<file path="config.mk">
export PLATFORM = sky130hd
export DESIGN_NAME = deck_shuffle_dealer_flat
export DESIGN_NICKNAME = d
export VERILOG_FILES = /design/src/rtl/deck_shuffle_dealer_if.sv /design/src/rtl/deck_shuffle_dealer.sv /design/src/flat_wrapper.sv
export SDC_FILE = /design/constraint.sdc
export NUM_CORES = 1
export LEC_CHECK = 0
export CORE_ASPECT_RATIO = 0.5
export CORE_UTILIZATION = 31
export CTS_BUF_LIST = sky130_fd_sc_hd__clkbuf_4
export CTS_CLUSTER_SIZE = 30
export DETAILED_ROUTE_END_ITERATION = 7
export SYNTH_ARGS = -nofsm -noshare
export SYNTH_HDL_FRONTEND = slang
export SYNTH_SLANG_ARGS = --single-unit
</file>
<file path="constraint.sdc">
create_clock -name clock -period 2.95 [get_ports clock]
set_clock_uncertainty 0.2 [all_clocks]
set_input_delay 0.4425 -clock clock [delete_from_list [all_inputs] [get_ports clock]]
set_output_delay 0.4425 -clock clock [all_outputs]
set_load 0.02 [all_outputs]
</file>
<file path="src/rtl/deck_shuffle_dealer_if.sv">
// Game-side and deck-RAM-side signals of deck_shuffle_dealer.
// The dealer takes the slave modport; the game FSM and RAM side take master.
interface deck_shuffle_dealer_if #(
   parameter int CARD_W = 8,
   parameter int ADDR_W = 6
);
   // Deal handshake: get_card is a level request. card_ready rises while
   // card_out is valid and stays high until get_card drops; the drop
   // releases the card, so each low->high->low of get_card deals exactly one.
   logic              get_card;
   logic              reshuffle;
   logic [CARD_W-1:0] card_out;
   logic              card_ready;
   logic              game_ready;
   logic              deck_empty;
   logic [ADDR_W:0]   cards_left;

   logic [CARD_W-1:0] mem_rdata;
   logic [ADDR_W-1:0] mem_address;
   logic [CARD_W-1:0] mem_wdata;
   logic              mem_write_enable;

   modport master (
      output get_card, reshuffle, mem_rdata,
      input  card_out, card_ready, game_ready, deck_empty, cards_left,
      input  mem_address, mem_wdata, mem_write_enable
   );

   modport slave (
      input  get_card, reshuffle, mem_rdata,
      output card_out, card_ready, game_ready, deck_empty, cards_left,
      output mem_address, mem_wdata, mem_write_enable
   );
endinterface

</file>
<file path="src/rtl/deck_shuffle_dealer.sv">
// Deck controller: optional identity fill, in-place Fisher-Yates shuffle, level-handshake deal.
// Build option: define DECK_SHUFFLE_DEALER_FILL_EN to include the FILL state.
module deck_shuffle_dealer #(
   parameter int CARD_W    = 8,
   parameter int DECK_SIZE = 52,
   parameter int ADDR_W    = 6,
   parameter int PASSES    = 7
) (
   input  logic                 clock,
   input  logic                 reset,
   deck_shuffle_dealer_if.slave bus,
   output logic [3:0]           fsm_state
);

   typedef enum logic [3:0] {
      FILL  = 4'd0,
      DRAW  = 4'd1,
      RD_I  = 4'd2,
      RD_J  = 4'd3,
      WR_I  = 4'd4,
      WR_J  = 4'd5,
      NEXT  = 4'd6,
      READY = 4'd7,
      FETCH = 4'd8,
      HOLD  = 4'd9,
      EMPTY = 4'd10
   } state_t;

   localparam int PASS_W = $clog2(PASSES + 1);

   // Smallest all-ones mask covering the top index, so draws are rejected at most ~half the time.
   function automatic logic [ADDR_W-1:0] first_mask();
      logic [ADDR_W-1:0] m;
      m = '1;
      for (int b = 0; b < ADDR_W; b++) begin
         if (ADDR_W'(DECK_SIZE - 1) <= (m >> 1)) m = m >> 1;
      end
      return m;
   endfunction

   localparam logic [ADDR_W-1:0] MASK0  = first_mask();
   localparam logic [ADDR_W-1:0] LAST_I = ADDR_W'(DECK_SIZE - 1);
   localparam logic [ADDR_W:0]   DECK_N = (ADDR_W+1)'(DECK_SIZE);

`ifdef DECK_SHUFFLE_DEALER_FILL_EN
   localparam state_t START = FILL;
`else
   localparam state_t START = DRAW;
`endif

   state_t            state;
   logic [15:0]       lfsr;
   logic [15:0]       seed;
   logic [ADDR_W-1:0] i;
   logic [ADDR_W-1:0] j;
   logic [ADDR_W-1:0] mask;
   logic [PASS_W-1:0] pass;
   logic [ADDR_W:0]   deal_ptr;
   logic [CARD_W-1:0] card_i;
   logic [CARD_W-1:0] card_out;
   logic              card_ready;
   logic              game_ready;
   logic              deck_empty;
`ifdef DECK_SHUFFLE_DEALER_FILL_EN
   logic [ADDR_W-1:0] fill_k;
`endif

   logic [15:0]       lfsr_step;
   logic [15:0]       reseed;
   logic [ADDR_W-1:0] draw;
   logic [ADDR_W-1:0] i_dec;
   logic [PASS_W-1:0] pass_inc;
   logic [ADDR_W:0]   ptr_inc;

   assign lfsr_step = {1'b0, lfsr[15:1]} ^ (lfsr[0] ? 16'hB400 : 16'h0000);
   assign reseed    = seed ^ lfsr;
   assign draw      = lfsr[ADDR_W-1:0] & mask;
   assign i_dec     = i - ADDR_W'(1);
   assign pass_inc  = pass + PASS_W'(1);
   assign ptr_inc   = deal_ptr + (ADDR_W+1)'(1);

   always_ff @(posedge clock) begin
      if (reset) begin
         state      <= START;
         lfsr       <= 16'hACE1;
         seed       <= 16'h0000;
         i          <= LAST_I;
         j          <= '0;
         mask       <= MASK0;
         pass       <= '0;
         deal_ptr   <= '0;
         card_i     <= '0;
         card_out   <= '0;
         card_ready <= 1'b0;
         game_ready <= 1'b0;
         deck_empty <= 1'b0;
`ifdef DECK_SHUFFLE_DEALER_FILL_EN
         fill_k     <= '0;
`endif
      end else begin
         seed <= seed + 16'd1;
         case (state)
`ifdef DECK_SHUFFLE_DEALER_FILL_EN
            FILL: begin
               if (fill_k == LAST_I) begin
                  i     <= LAST_I;
                  mask  <= MASK0;
                  state <= DRAW;
               end else begin
                  fill_k <= fill_k + ADDR_W'(1);
               end
            end
`endif
            DRAW: begin
               lfsr <= lfsr_step;
               if (draw <= i) begin
                  j     <= draw;
                  state <= RD_I;
               end
            end
            RD_I: state <= RD_J;
            RD_J: begin
               card_i <= bus.mem_rdata;
               state  <= WR_I;
            end
            WR_I: state <= WR_J;
            WR_J: state <= NEXT;
            NEXT: begin
               if (i_dec == '0) begin
                  pass <= pass_inc;
                  if (pass_inc == PASS_W'(PASSES)) begin
                     deal_ptr   <= '0;
                     game_ready <= 1'b1;
                     state      <= READY;
                  end else begin
                     i     <= LAST_I;
                     mask  <= MASK0;
                     state <= DRAW;
                  end
               end else begin
                  i <= i_dec;
                  if (i_dec <= (mask >> 1)) mask <= mask >> 1;
                  state <= DRAW;
               end
            end
            READY, EMPTY: begin
               if (bus.reshuffle) begin
                  // A zero LFSR would lock up, so fold in the seed and never load zero.
                  lfsr       <= (reseed == 16'h0000) ? 16'h0001 : reseed;
                  pass       <= '0;
                  deal_ptr   <= '0;
                  deck_empty <= 1'b0;
                  game_ready <= 1'b0;
                  i          <= LAST_I;
                  mask       <= MASK0;
`ifdef DECK_SHUFFLE_DEALER_FILL_EN
                  fill_k     <= '0;
`endif
                  state      <= START;
               end else if (state == READY && bus.get_card) begin
                  state <= FETCH;
               end
            end
            FETCH: begin
               card_out   <= bus.mem_rdata;
               card_ready <= 1'b1;
               state      <= HOLD;
            end
            HOLD: begin
               if (!bus.get_card) begin
                  card_ready <= 1'b0;
                  deal_ptr   <= ptr_inc;
                  if (ptr_inc == DECK_N) begin
                     deck_empty <= 1'b1;
                     game_ready <= 1'b0;
                     state      <= EMPTY;
                  end else begin
                     state <= READY;
                  end
               end
            end
            default: state <= START;
         endcase
      end
   end

   // RAM port decoded from the registered state; read data returns one cycle later.
   always_comb begin
      bus.mem_address      = '0;
      bus.mem_wdata        = '0;
      bus.mem_write_enable = 1'b0;
      case (state)
`ifdef DECK_SHUFFLE_DEALER_FILL_EN
         FILL: begin
            bus.mem_address      = fill_k;
            bus.mem_wdata        = CARD_W'(fill_k);
            bus.mem_write_enable = !reset;
         end
`endif
         RD_I: bus.mem_address = i;
         RD_J: bus.mem_address = j;
         WR_I: begin
            bus.mem_address      = i;
            bus.mem_wdata        = bus.mem_rdata;
            bus.mem_write_enable = 1'b1;
         end
         WR_J: begin
            bus.mem_address      = j;
            bus.mem_wdata        = card_i;
            bus.mem_write_enable = 1'b1;
         end
         READY, FETCH, HOLD: bus.mem_address = deal_ptr[ADDR_W-1:0];
         default: bus.mem_address = '0;
      endcase
   end

   assign bus.card_out   = card_out;
   assign bus.card_ready = card_ready;
   assign bus.game_ready = game_ready;
   assign bus.deck_empty = deck_empty;
   assign bus.cards_left = DECK_N - deal_ptr;
   assign fsm_state      = state;

endmodule

</file>
<file path="src/flat_wrapper.sv">
// flat-port wrapper written by rule: the top's interface ports become plain ports
module deck_shuffle_dealer_flat 
#(
   parameter int CARD_W    = 8,
   parameter int DECK_SIZE = 52,
   parameter int ADDR_W    = 6,
   parameter int PASSES    = 7
)
  (clock, reset, fsm_state, bus_get_card, bus_reshuffle, bus_mem_rdata, bus_card_out, bus_card_ready, bus_game_ready, bus_deck_empty, bus_cards_left, bus_mem_address, bus_mem_wdata, bus_mem_write_enable);
  deck_shuffle_dealer_if #(.CARD_W(CARD_W), .ADDR_W(ADDR_W)) bus_i ();
  input  logic clock;
  input  logic reset;
  output logic [3:0] fsm_state;
  input wire logic [$bits(bus_i.get_card)-1:0] bus_get_card;
  input wire logic [$bits(bus_i.reshuffle)-1:0] bus_reshuffle;
  input wire logic [$bits(bus_i.mem_rdata)-1:0] bus_mem_rdata;
  output wire logic [$bits(bus_i.card_out)-1:0] bus_card_out;
  output wire logic [$bits(bus_i.card_ready)-1:0] bus_card_ready;
  output wire logic [$bits(bus_i.game_ready)-1:0] bus_game_ready;
  output wire logic [$bits(bus_i.deck_empty)-1:0] bus_deck_empty;
  output wire logic [$bits(bus_i.cards_left)-1:0] bus_cards_left;
  output wire logic [$bits(bus_i.mem_address)-1:0] bus_mem_address;
  output wire logic [$bits(bus_i.mem_wdata)-1:0] bus_mem_wdata;
  output wire logic [$bits(bus_i.mem_write_enable)-1:0] bus_mem_write_enable;
  assign bus_i.get_card = bus_get_card;
  assign bus_i.reshuffle = bus_reshuffle;
  assign bus_i.mem_rdata = bus_mem_rdata;
  assign bus_card_out = bus_i.card_out;
  assign bus_card_ready = bus_i.card_ready;
  assign bus_game_ready = bus_i.game_ready;
  assign bus_deck_empty = bus_i.deck_empty;
  assign bus_cards_left = bus_i.cards_left;
  assign bus_mem_address = bus_i.mem_address;
  assign bus_mem_wdata = bus_i.mem_wdata;
  assign bus_mem_write_enable = bus_i.mem_write_enable;
  deck_shuffle_dealer #(.CARD_W(CARD_W), .DECK_SIZE(DECK_SIZE), .ADDR_W(ADDR_W), .PASSES(PASSES)) u_core (.clock(clock), .reset(reset), .bus(bus_i), .fsm_state(fsm_state));
endmodule
</file>
---- Word-level counts from Yosys, hierarchy flattened ----
Cells that the tools add are included.
cells by class
  bitwise logic cells ..................... 3
  reductions and logical operators ........ 23
  multiplexer cells ....................... 43
  eq/ne operators ......................... 21
  add/subtract/negate cells ............... 5
  order comparisons ....................... 2
operators by type and width
  kind                                                                      number
  16-bit two-way mux                                                        3
  6-bit two-way mux                                                         7
  4-bit one-hot mux with 9 select lines                                     1
  16-bit one-hot mux with 2 select lines                                    1
  7-bit two-way mux                                                         4
  6-bit one-hot mux with 2 select lines                                     2
  7-bit one-hot mux with 3 select lines                                     1
  4-bit two-way mux                                                         5
  6-bit one-hot mux with 3 select lines                                     1
  16-bit by 1-bit adder with 16-bit output (second input constant)          1
  4-bit by 3-bit equality test with 1-bit output (second input constant)    4
  16-bit logical NOT                                                        1
  8-bit one-hot mux with 2 select lines                                     1
  15-bit by 16-bit XOR with 16-bit output                                   1
  16-bit XOR                                                                1
  4-bit equality test (second input constant)                               3
  3-bit two-way mux                                                         4
  1-bit two-way mux                                                         9
  3-bit AND reduction                                                       3
  4-bit by 2-bit equality test with 1-bit output (second input constant)    2
  2-bit by 1-bit inequality test with 1-bit output (second input constant)  4
  4-bit AND reduction                                                       2
  2-bit nonzero test                                                        4
  2-bit OR reduction                                                        4
  other kinds (24)                                                          28
word-level totals
  word-level logic and storage cells ...... 110
  output and inout bits ................... 37
  register bits ........................... 83
  input port bits ......................... 12

---- Logic depth before layout (Yosys ltp) ----
Gate-level depths: netlist (run 1).
  depth after elaboration ................. 5
  gate-level depth with buffers ........... 13
  mapped depth without buffers ............ 11

---- Worst setup path after synthesis (run 1) ----
Ideal clock, no wire load.
  path kind ............................... reg2reg
  start point ............................. register u_core.i[0]
  end point ............................... register u_core.mask[0]
  clock period less this slack ............ 2.717 ns
  stages on the path, launching flop included .. 14
  data arrival time ....................... 2.400 ns
  buffers on the path ..................... 2
  library setup time ...................... 0.117 ns
  path slack .............................. 0.233 ns
  required time ........................... 2.633 ns
  cells stage by stage .................... dfxtp_1 buf_6 inv_1 ha_1 buf_4 or3b_2 xnor2_1 ha_1 nor2_1 nor2_1 o211ai_1 a31oi_1 o21bai_2 o22a_1
on the way
  cells in the longest elaborated chain, start to end .. 4
  elaborated cells on any way between the ends .. 8
  those cells by class .................... add/sub (1); order compare (1); eq/ne (2); mux (2); reduce/logical (2)
ends and longest elaborated chain
  what                                                                                           line                                                    source
  start, declared                                                                                deck_shuffle_dealer.sv:54                               logic [ADDR_W-1:0] i;
  start signal, assigned                                                                         deck_shuffle_dealer.sv:141                              i <= i_dec;
  6-bit by 1-bit subtractor with 6-bit output (*)                                                deck_shuffle_dealer.sv:78                               assign i_dec = i - ADDR_W'(1);
  6-bit by 5-bit <= comparator with 1-bit output / 6-bit logical NOT (equally long branches)     deck_shuffle_dealer.sv:142, deck_shuffle_dealer.sv:129
  3-bit by 1-bit inequality test with 1-bit output (no line), or another cell as far along       --
  4-bit AND reduction (no line) / 6-bit one-hot mux with 2 select lines (equally long branches)  --
  end signal, assigned                                                                           deck_shuffle_dealer.sv:142                              if (i_dec <= (mask >> 1)) mask <= mask >> 1;
  end, declared                                                                                  deck_shuffle_dealer.sv:56                               logic [ADDR_W-1:0] mask;
Mark *: on every way between the ends. The rest lies on a longest branch, timed or not.
A chain may end at the register's enable or synchronous reset.

---- Worst setup path after layout (run 1) ----
  start point ............................. register u_core.state[3], in the netlist u_core.fsm_state[3]
  end point ............................... output bus_mem_wdata[5]
on the way
  cells in the longest elaborated chain, start to end .. 2
  elaborated cells on any way between the ends .. 3
  those cells by class .................... eq/ne (2); mux (1)
ends and longest elaborated chain
  what                                            line                        source
  start, declared                                 deck_shuffle_dealer.sv:51   state_t state;
  start signal, assigned                          deck_shuffle_dealer.sv:84   state <= START;
  start signal, assigned                          deck_shuffle_dealer.sv:118  state <= RD_I;
  start signal, assigned                          deck_shuffle_dealer.sv:121  RD_I: state <= RD_J;
  4-bit by 3-bit equality test with 1-bit output  deck_shuffle_dealer.sv:192  case (state)
  8-bit one-hot mux with 2 select lines (*)       deck_shuffle_dealer.sv:192
  end, declared                                   flat_wrapper.sv:23          output wire logic [$bits(bus_i.mem_wdata)-1:0] bus_mem_wdata;
Marked as above.

==> results.py, run 1 <==
metrics = {
    "outcome": {
        "status": "finished, violations left",
        "violations": "design-rule violations",
    },
    "synth": {
        "synth_edf_count": 0,
        "synth-main-ff-cell": "dfxtp_1",
        "synth.area.top_cells": "dfxtp_1 34%, nor2_1 6.0%, a21oi_1 5.5%",
        "synth.most_common_cell": "dfxtp_1",
        "netlist_instances": 625,
        "async_flop_share_pct": 0,
        "netlist_area_sq_mm": 0.00487,
        "yosys-top-cells-count": "83 x dfxtp_1, 78 x nor2_1, 67 x nand2_1",
        "ys_seq_area_share_pct": 34.1,
        "netlist-cell-type-count": 70,
        "synth_top_cell_by_area": "dfxtp_1",
        "ys_warn_count": 0,
        "synth_nets": 655,
        "synth_seq_cells": 83,
        "synth_top_area_share_pct": 34.1,
        "avgSynthCellArea_sq_um": 7.79,
    },
    "clock_tree": {
        "postCtsHoldBufs": 0,
        "cts.sink_count": 83,
        "cts_max_level": 3,
        "cts_tree": "yes",
        "clock_latency_ps": 450,
        "root_buffer": "clkbuf_4",
        "numCtsBuffers": 9,
        "clkTransAtPathRegs_ps": 150,
        "cts_buffer_depth": 2,
    },
    "die": {
        "die_x_um": 179,
        "start_util_pct": 32.7,
        "die_h_um": 90.6,
        "die_area_sq_mm": 0.0162,
        "core_sq_mm": 0.0149,
        "ioPinCount": 49,
        "row_count": 31,
    },
    "placement": {
        "place.gp.congestion": 0.924,
        "dp_hpwl_mm": 8.97,
        "place_area_sq_mm": 0.00555,
        "portBuffers": 48,
        "dpl_worst_slack_ps": 131,
    },
    "finish": {
        "syn2layout_area_growth_pct": 17.8,
        "layout-drive-gt1-share_pct": 8.86,
        "final_util_pct": 38.5,
        "final_cell_area_sq_mm": 0.00574,
        "nets": 691,
        "diodes": 0,
    },
    "global_route": {
        "antenna_found_initial": 0,
        "grt_max_degree": 50,
        "first_global_vias": 4070,
        "grt_pass1_wl_mm": 20.7,
        "overflow": 0,
        "grt.total_usage_pct": 15.9,
    },
    "worst_setup_path": {
        "reg2reg_slack_ps": 160,
        "slowest_stage": "clkdlybuf4s50_1",
        "endpoint_kind": "output pin",
        "required_ps": 2310,
        "crit_chain": "nand2b_1 -> or2_2 -> nor2_1 -> clkdlybuf4s50_1",
        "slowest_delay_ps": 610,
        "arrival_ps": 2200,
        "path_max_fanout": 9,
        "path_class": "reg -> out",
        "start_kind": "register",
    },
    "route": {
        "vias": 4461,
        "viasPerCell": 5.16,
        "drt_iter0_markers": 299,
        "wl_per_cell_um": 14.7,
        "routed_wl_mm": 12.7,
        "drc": 12,
        "dr.pass1.iters": 8,
        "ant_nets": 0,
    },
    "power": {
        "max-vdd-ir-drop_v": 0.000162,
        "p_total_uw": 2480,
        "powerDensity_mw_per_mm2": 432,
        "p_leak_uw": 0.00240,
    },
    "timing": {
        "setup_viol": 0,
        "final-hold-violation-count": 0,
        "setup_ws_ps": 103,
        "fin_crit_ps": 2850,
        "tightestPinTransition_ps": 946,
        "slew_headroom_pct": 36.9,
        "period_share_pct": 96.5,
        "fmax_mhz": 351,
        "drv_slew": 0,
    },
    "run": {
        "maxCapViolCount": 0,
    },
    "worst_hold_path": {
        "hp-class": "reg -> reg",
    },
}
-- sequential cells by signal, summed over array words and instances, names as in the netlist --
register,flops
u_core.j,6
u_core.seed,16
u_core.deal_ptr,7
u_core.fsm_state,4
u_core.mask,6
u_core.bus.game_ready,1
u_core.card_i,8
u_core.i,6
u_core.bus.card_ready,1
u_core.pass,3
u_core.bus.deck_empty,1
u_core.lfsr,16
u_core.bus.card_out,8
-- logic make-up (layout without fill, tap and decap cells) --
| logic type | Yosys count | in the layout | share of synthesized area, % |
|---|---|---|---|
| compound gates | 160 | 160 | 21.3 |
| xor+xnor | 35 | 35 | 6.29 |
| flops | 83 | 83 | 34.1 |
| mux | 13 | 13 | 2.67 |
| simple gates | 243 | 243 | 25.0 |
| fa+ha+maj | 18 | 18 | 4.62 |
| buf+inv | 73 | 114 | 6.01 |
-- what timing repair did --
action,CTS,global route
setup endpoints to repair,7,16
resized for setup,13,13
pin swaps,0,2
buffers inserted,0,1
-- area by class of cell --
cell class              instances  area [sq um]
flip-flops and latches         83          1670
fillers                      1531          9160
clock buffers                   9          67.6
multi-input cells             469          2960
clock inverters                 7          51.3
inverters                      32           120
repair buffers                 66           626
well taps                     198           248
-- stage by stage --
| stage | setup TNS (ps) | hold WS [ps] | cells |
|---|---|---|---|
| final | 0 | 263 | 864 |
| after global routing | -7.14 | 285 | 864 |
| after CTS | 0 | 268 | 863 |
| after detailed placement | 0 | 248 | 847 |
| after global placement | 0 | 243 | 847 |
| after floorplan | 0 | 236 | 625 |
-- critical path, delay by kind of cell, from the launching register on --
kind	cells	cell delay, ps
buffers and inverters	1	610
DFF	1	370
and+or+nand+nor	3	760
-- placed cells by master, fill, tap and decap left out, types with 6 or more instances in the layout --
cell type	instances
mux2i_1	13
nor2_1	78
a21o_1	7
a22oi_1	6
ha_1	18
dlygate4sd2_1	6
nand3b_1	8
nor3_1	7
a31oi_1	8
a21oi_1	54
o22ai_1	8
dfxtp_1	80
dlymetal6s2s_1	9
inv_1	31
a222oi_1	6
buf_4	18
clkbuf_4	9
and3_1	7
nand2b_1	14
xnor2_1	10
clkdlybuf4s50_1	32
o21ai_0	29
nand3_1	16
xor2_1	24
nand2_1	67
-- metal layers --
metal / vias to the layer above / track usage [%] / share of wire [%]
li1: 2268 / - / -
met1: 2086 / 23.5 / 51
met2: 101 / 23.4 / 43
met3: 6 / 3.20 / 5.4
met4: 0 / 3.64 / 0.61
met5: - / 0 / 0
-- path summary, 6_finish.rpt --
| check | start | to | depth (start not counted) |
|---|---|---|---|
| setup / recovery | u_core.fsm_state[3] | bus_mem_wdata[5] | 4 |
| hold / removal | u_core.bus.card_out[6] | u_core.bus.card_out[6] | 2 |
| setup reg to reg | u_core.i[1] | u_core.mask[2] | 8 |
| hold reg to reg | u_core.bus.card_out[6] | u_core.bus.card_out[6] | 2 |
-- report_power, final --
group	internal [uW]	switching (uW)
clock	175	435
sequential	1190	75.4
combinational	264	339
No activity file was read; power rests on OpenSTA's default activity.
==> run 2, diff against run 1 <==
--- a/config.mk
+++ b/config.mk
@@ -6,10 +6,12 @@
 export NUM_CORES = 1
 export LEC_CHECK = 0
 export CORE_ASPECT_RATIO = 0.5
+export CORE_MARGIN = 5
 export CORE_UTILIZATION = 31
 export CTS_BUF_LIST = sky130_fd_sc_hd__clkbuf_4
 export CTS_CLUSTER_SIZE = 30
 export DETAILED_ROUTE_END_ITERATION = 7
+export REMOVE_ABC_BUFFERS = 1
 export SYNTH_ARGS = -nofsm -noshare
 export SYNTH_HDL_FRONTEND = slang
 export SYNTH_SLANG_ARGS = --single-unit
==> run 2 against run 1 <==
Compared with the run above:
- critical endpoint is now bus_mem_wdata[4]
- clock-buffer cell count up 1
- the flow now finishes without violations
- largest power group unchanged
- core utilization decreased by 0.98 points
- sequential cell count is the same
- routed wire length is 4.1% higher
- critical path depth did not move
- global-route usage shrank 1.7 points
- highest routed layer unchanged
- via count grew 1.3%
- sequential share of layout area shrank 0.27 points
- power up 6.2%
- design area increased by 0.87%
==> results.py, run 2 (same netlist as run 1, synthesis figures left out) <==
metrics = {
    "outcome": {
        "status": "finished, final reports clean",
    },
    "timing": {
        "final-hold-violation-count": 0,
        "fmax_mhz": 361,
        "slew_headroom_pct": 53.5,
        "final.setup.tns_ps": 0,
        "setup_viol": 0,
        "fin_crit_ps": 2770,
        "drv_slew": 0,
        "rsz0062_at_grt": "no",
        "period_share_pct": 94.0,
        "tightestPinTransition_ps": 687,
    },
    "worst_setup_path": {
        "reg2reg_depth": 8,
        "worst-path-buf-inv": 1,
        "r2r_start": "u_core.i[1]",
        "worstSetupStartpoint": "u_core.fsm_state[3]",
        "path_max_fanout": 9,
        "path_class": "reg -> out",
        "slowest_stage": "clkdlybuf4s50_1",
        "slowest_delay_ps": 620,
        "required_ps": 2310,
        "cp.depth": 4,
        "reg2reg_slack_ps": 220,
        "endpoint_kind": "output pin",
        "crit_chain": "nand2b_1 -> or2_4 -> nor2_1 -> clkdlybuf4s50_1",
        "start_kind": "register",
        "crit_end": "bus_mem_wdata[4]",
        "rr_endpoint": "u_core.mask[2]",
        "critPathTopFamily": "simple AND/OR/NAND/NOR gates",
        "arrival_ps": 2130,
    },
    "finish": {
        "diodes": 0,
        "syn2layout_area_growth_pct": 18.8,
        "n_fill_cell": 1614,
        "layout-drive-gt1-share_pct": 9.27,
        "layout_commonest_cell": "dfxtp_1",
        "final_cell_mix": "81 x dfxtp_1, 78 x nor2_1, 67 x nand2_1",
        "nets": 695,
        "final_cell_area_sq_mm": 0.00579,
        "reg_top3": "u_core.lfsr x16, u_core.seed x16",
    },
    "die": {
        "die_x_um": 187,
        "core_sq_mm": 0.0154,
        "row_count": 32,
        "ioPinCount": 49,
        "start_util_pct": 31.6,
        "die_area_sq_mm": 0.0185,
        "die_h_um": 98.6,
    },
    "global_route": {
        "grt_pass1_wl_mm": 21.8,
        "grt.total_usage_pct": 14.3,
        "overflow": 0,
        "antenna_found_initial": 0,
        "grt_max_degree": 37,
        "first_global_vias": 4221,
    },
    "placement": {
        "portBuffers": 48,
        "place_area_sq_mm": 0.00560,
        "dp_hpwl_mm": 9.58,
        "place.gp.congestion": 0.904,
    },
    "clock_tree": {
        "root_buffer": "clkbuf_4",
        "numCtsBuffers": 9,
        "cts_setup_buffers": 0,
        "cts_buffer_depth": 2,
        "clkTransAtPathRegs_ps": 130,
        "cts_max_level": 3,
        "cts_tree": "yes",
        "cts.sink_count": 83,
        "clock_latency_ps": 430,
    },
    "power": {
        "p_leak_uw": 0.00237,
        "p_total_uw": 2630,
        "max-vdd-ir-drop_v": 0.000184,
        "powerDensity_mw_per_mm2": 455,
    },
    "route": {
        "drt_iter0_markers": 254,
        "vias": 4521,
        "viasPerCell": 5.18,
        "dr.pass1.iters": 5,
        "ant_nets": 0,
        "drc": 0,
        "wl_met1_mm": 6.62,
        "routed_wl_mm": 13.2,
        "wl_met3_um": 658,
        "route.met2.wl_mm": 5.82,
        "highest_layer": "met4",
        "wl_per_cell_um": 15.1,
    },
    "worst_hold_path": {
        "hp-class": "in -> reg",
        "min_path_cells": 2,
    },
    "run": {
        "maxCapViolCount": 0,
    },
}
run 2: cell types whose count changed in the layout (fill, tap and decap cells not counted), sizes merged:
cell	delta
dlymetal6s2s	-4
clkinvlp	-4
buf	+4
clkbuf	+1
inv	-2
clkdlybuf4s50	+4
clkinv	+2
bufinv	+2
run 2: cell type report:
| type | instances | area [sq um] | share of cell area (%) |
|---|---|---|---|
| timing repair buffer | 70 | 646 | 11.2 |
| clock inverter | 5 | 78.8 | 1.36 |
| tap | 204 | 255 | 4.41 |
| clock buffer | 10 | 75.1 | 1.30 |
| inverter | 32 | 120 | 2.08 |
| multi-input combinational | 469 | 2950 | 50.9 |
| sequential | 83 | 1660 | 28.8 |
run 2: routing by layer:
metal  up-vias  GRT usage [%]
met5         -              0
met4         0           3.29
li1       2270              -
met3        12           3.36
met1      2130           20.0
met2       109           22.4
run 2: worst min-delay path by stage:
stage                     slack (ps)               end             start
final                            200       u_core.i[2]             reset
after global routing             190       u_core.i[2]             reset
after CTS                        160       u_core.i[2]             reset
after detailed placement         250  u_core.card_i[5]  u_core.card_i[5]
after global placement           240  u_core.card_i[3]  u_core.card_i[3]
after floorplan                  230       u_core.j[0]       u_core.j[0]
run 2: repair_timing:
item,in CTS,in global routing
endpoints found under the setup margin,7,20
pin swaps,0,1
gates resized for setup,12,10
hold buffers,0,0
run 2: worst reg2reg max path, stage by stage (launching register included):
cell	delay, ps
dfxtp_2	430
inv_2	80
ha_2	200
buf_4	170
o41ai_2	420
o311ai_1	300
o21ai_2	430
o21bai_2	180
o22a_1	220
run 2: power by group:
group          switching, uW  leakage, uW  internal, uW  total (uW)
sequential              81.6     0.000675          1190        1270
combinational            344      0.00161           269         614
clock                    400    0.0000862           348         748
run 2: through the flow:
step,util (%),worst slack (ps),cells,hold slack [ps]
after detailed placement,36.3,76.9,858,246
after global placement,36.3,153,858,242
after floorplan,-,30.6,584,230
final,37.5,178,873,204
after CTS,37.4,24.8,873,164
after global routing,37.5,28.7,873,189
==> run 3, diff against run 2 <==
--- a/config.mk
+++ b/config.mk
@@ -5,12 +5,15 @@
 export SDC_FILE = /design/constraint.sdc
 export NUM_CORES = 1
 export LEC_CHECK = 0
+export CELL_PAD_IN_SITES_DETAIL_PLACEMENT = 1
+export CELL_PAD_IN_SITES_GLOBAL_PLACEMENT = 1
 export CORE_ASPECT_RATIO = 0.5
 export CORE_MARGIN = 5
 export CORE_UTILIZATION = 31
 export CTS_BUF_LIST = sky130_fd_sc_hd__clkbuf_4
 export CTS_CLUSTER_SIZE = 30
 export DETAILED_ROUTE_END_ITERATION = 7
+export PLACE_DENSITY_LB_ADDON = 0.1
 export REMOVE_ABC_BUFFERS = 1
 export SYNTH_ARGS = -nofsm -noshare
 export SYNTH_HDL_FRONTEND = slang
==> run 3 against run 2 <==
Compared with the run above:
- clock-buffer cell count stayed put
- sequential power about the same
- worst hold slack better by 60 ps
- largest power group unchanged
==> results.py, run 3 (same netlist as run 1, synthesis figures left out) <==
metrics = {
    "power": {
        "p_sw_share_pct": 32.3,
        "powerDensity_mw_per_mm2": 440,
        "p_switching_uw": 824,
        "p_leak_uw": 0.00239,
        "max-vdd-ir-drop_v": 0.000221,
        "pwr-share-comb_pct": 25.0,
        "power.share.clock_pct": 25.4,
        "seqPwrFrac_pct": 49.6,
        "p_total_uw": 2550,
        "p_int_uw": 1720,
    },
    "placement": {
        "portBuffers": 48,
        "dp_hpwl_mm": 10.8,
        "place.gp.congestion": 0.803,
    },
    "worst_setup_path": {
        "rr_endpoint": "u_core.mask[4]",
        "reg2reg_depth": 10,
        "endpoint_kind": "register",
        "path_class": "reg -> reg",
        "required_ps": 3080,
        "path_max_fanout": 6,
        "crit_end": "u_core.mask[4]",
        "start_kind": "register",
        "arrival_ps": 2940,
        "worstSetupStartpoint": "u_core.i[1]",
        "r2r_start": "u_core.i[1]",
        "reg2reg_slack_ps": 140,
    },
    "finish": {
        "layout_commonest_cell": "dfxtp_1",
        "syn2layout_area_growth_pct": 18.9,
        "layout-drive-gt1-share_pct": 9.67,
        "diodes": 0,
        "final_util_pct": 37.6,
        "reg_top3": "u_core.lfsr x16, u_core.seed x16",
        "n_fill_cell": 1889,
        "final_cell_mix": "80 x dfxtp_1, 78 x nor2_1, 67 x nand2_1",
        "nets": 699,
    },
    "timing": {
        "slew_headroom_pct": 52.4,
        "whs_ps": 264,
        "period_share_pct": 95.2,
        "final-hold-violation-count": 0,
        "setup_viol": 0,
        "drv_slew": 0,
        "tightestPinTransition_ps": 709,
        "final.setup.tns_ps": 0,
        "fmax_mhz": 356,
        "fin_crit_ps": 2810,
        "rsz0062_at_grt": "no",
    },
    "clock_tree": {
        "cts.sink_count": 83,
        "cts_tree": "yes",
        "cts_max_level": 3,
        "postCtsHoldBufs": 0,
        "root_buffer": "clkbuf_4",
        "cts_buffer_depth": 2,
        "cts_setup_buffers": 0,
        "clock_latency_ps": 440,
        "clkTransAtPathRegs_ps": 120,
        "numCtsBuffers": 9,
    },
    "die": {
        "die_x_um": 187,
        "core_sq_mm": 0.0154,
        "start_util_pct": 31.6,
        "ioPinCount": 49,
        "die_h_um": 98.6,
        "row_count": 32,
        "die_area_sq_mm": 0.0185,
    },
    "route": {
        "dr.pass1.iters": 4,
        "wl_met3_um": 527,
        "ant_nets": 0,
        "drc": 0,
        "highest_layer": "met4",
        "drt_iter0_markers": 163,
        "route.met2.wl_mm": 6.40,
        "routed_wl_mm": 14.6,
        "vias": 4554,
        "viasPerCell": 5.20,
        "wl_per_cell_um": 16.7,
        "wl_met1_mm": 7.57,
    },
    "global_route": {
        "grt_max_degree": 34,
        "grt.total_usage_pct": 16.1,
        "antenna_found_initial": 0,
        "first_global_vias": 4642,
        "overflow": 0,
        "grt_pass1_wl_mm": 24.4,
    },
    "run": {
        "maxCapViolCount": 0,
    },
    "outcome": {
        "status": "finished, final reports clean",
    },
    "worst_hold_path": {
        "hp-class": "reg -> reg",
    },
}
[run 3: how the worst min path moves through the flow]
stage / slack (ps) / startpoint / depth (start not counted) / to
floorplan: 230 / u_core.j[0] / 2 / u_core.j[0]
global placement: 240 / u_core.card_i[4] / 2 / u_core.card_i[4]
detailed placement: 250 / u_core.card_i[4] / 2 / u_core.card_i[4]
CTS: 270 / reset / 2 / u_core.j[3]
global route: 280 / reset / 2 / u_core.j[3]
finish: 260 / u_core.card_i[3] / 2 / u_core.card_i[3]
[run 3: timing repair]
action | in CTS | in global routing
setup endpoints to repair | 16 | 16
pin swaps | 1 | 1
resized for setup | 11 | 10
[run 3: metrics by stage]
stage / setup WS (ps) / instances / instance area (sq um)
after global routing: 1.60 / 876 / 5790
after detailed placement: 74.7 / 862 / 5630
after CTS: -26.2 / 876 / 5760
final: 143 / 876 / 5790
after floorplan: 30.6 / 584 / 4700
after global placement: 109 / 862 / 5630
[run 3: power by group through the flow]
stage | Combinational, uW | Clock (uW) | Sequential, uW
final | 637 | 646 | 1270
after global routing | 716 | 745 | 1280
after CTS | 646 | 693 | 1260
after detailed placement | 644 | 0 | 1290
after global placement | 635 | 0 | 1290
after floorplan | 376 | 0 | 1300
[run 3: final cells by class]
type / instances / area, sq um / share of cell area, %
clock inverters: 4 / 43.8 / 0.756
flip-flops and latches: 83 / 1670 / 28.8
well taps: 204 / 255 / 4.41
clock buffers: 10 / 75.1 / 1.30
multi-input cells: 469 / 2950 / 51.0
inverters: 32 / 120 / 2.07
repair buffers: 74 / 679 / 11.7
[run 3: routing by layer]
layer | vias up | global-route usage [%]
met1 | 2196 | 22.0
met5 | - | 0
met2 | 66 | 26.0
met4 | 0 | 3.52
li1 | 2279 | -
met3 | 13 | 3.79
[run 3: critical path: stages, from the launching register on]
cell       delay, ps
dfxtp_1          330
inv_1            130
ha_1             250
or3b_2           530
xnor2_1          160
ha_1             200
nor2_1           110
o221ai_1         110
o211ai_1         130
nand4bb_1        290
o22a_1           270
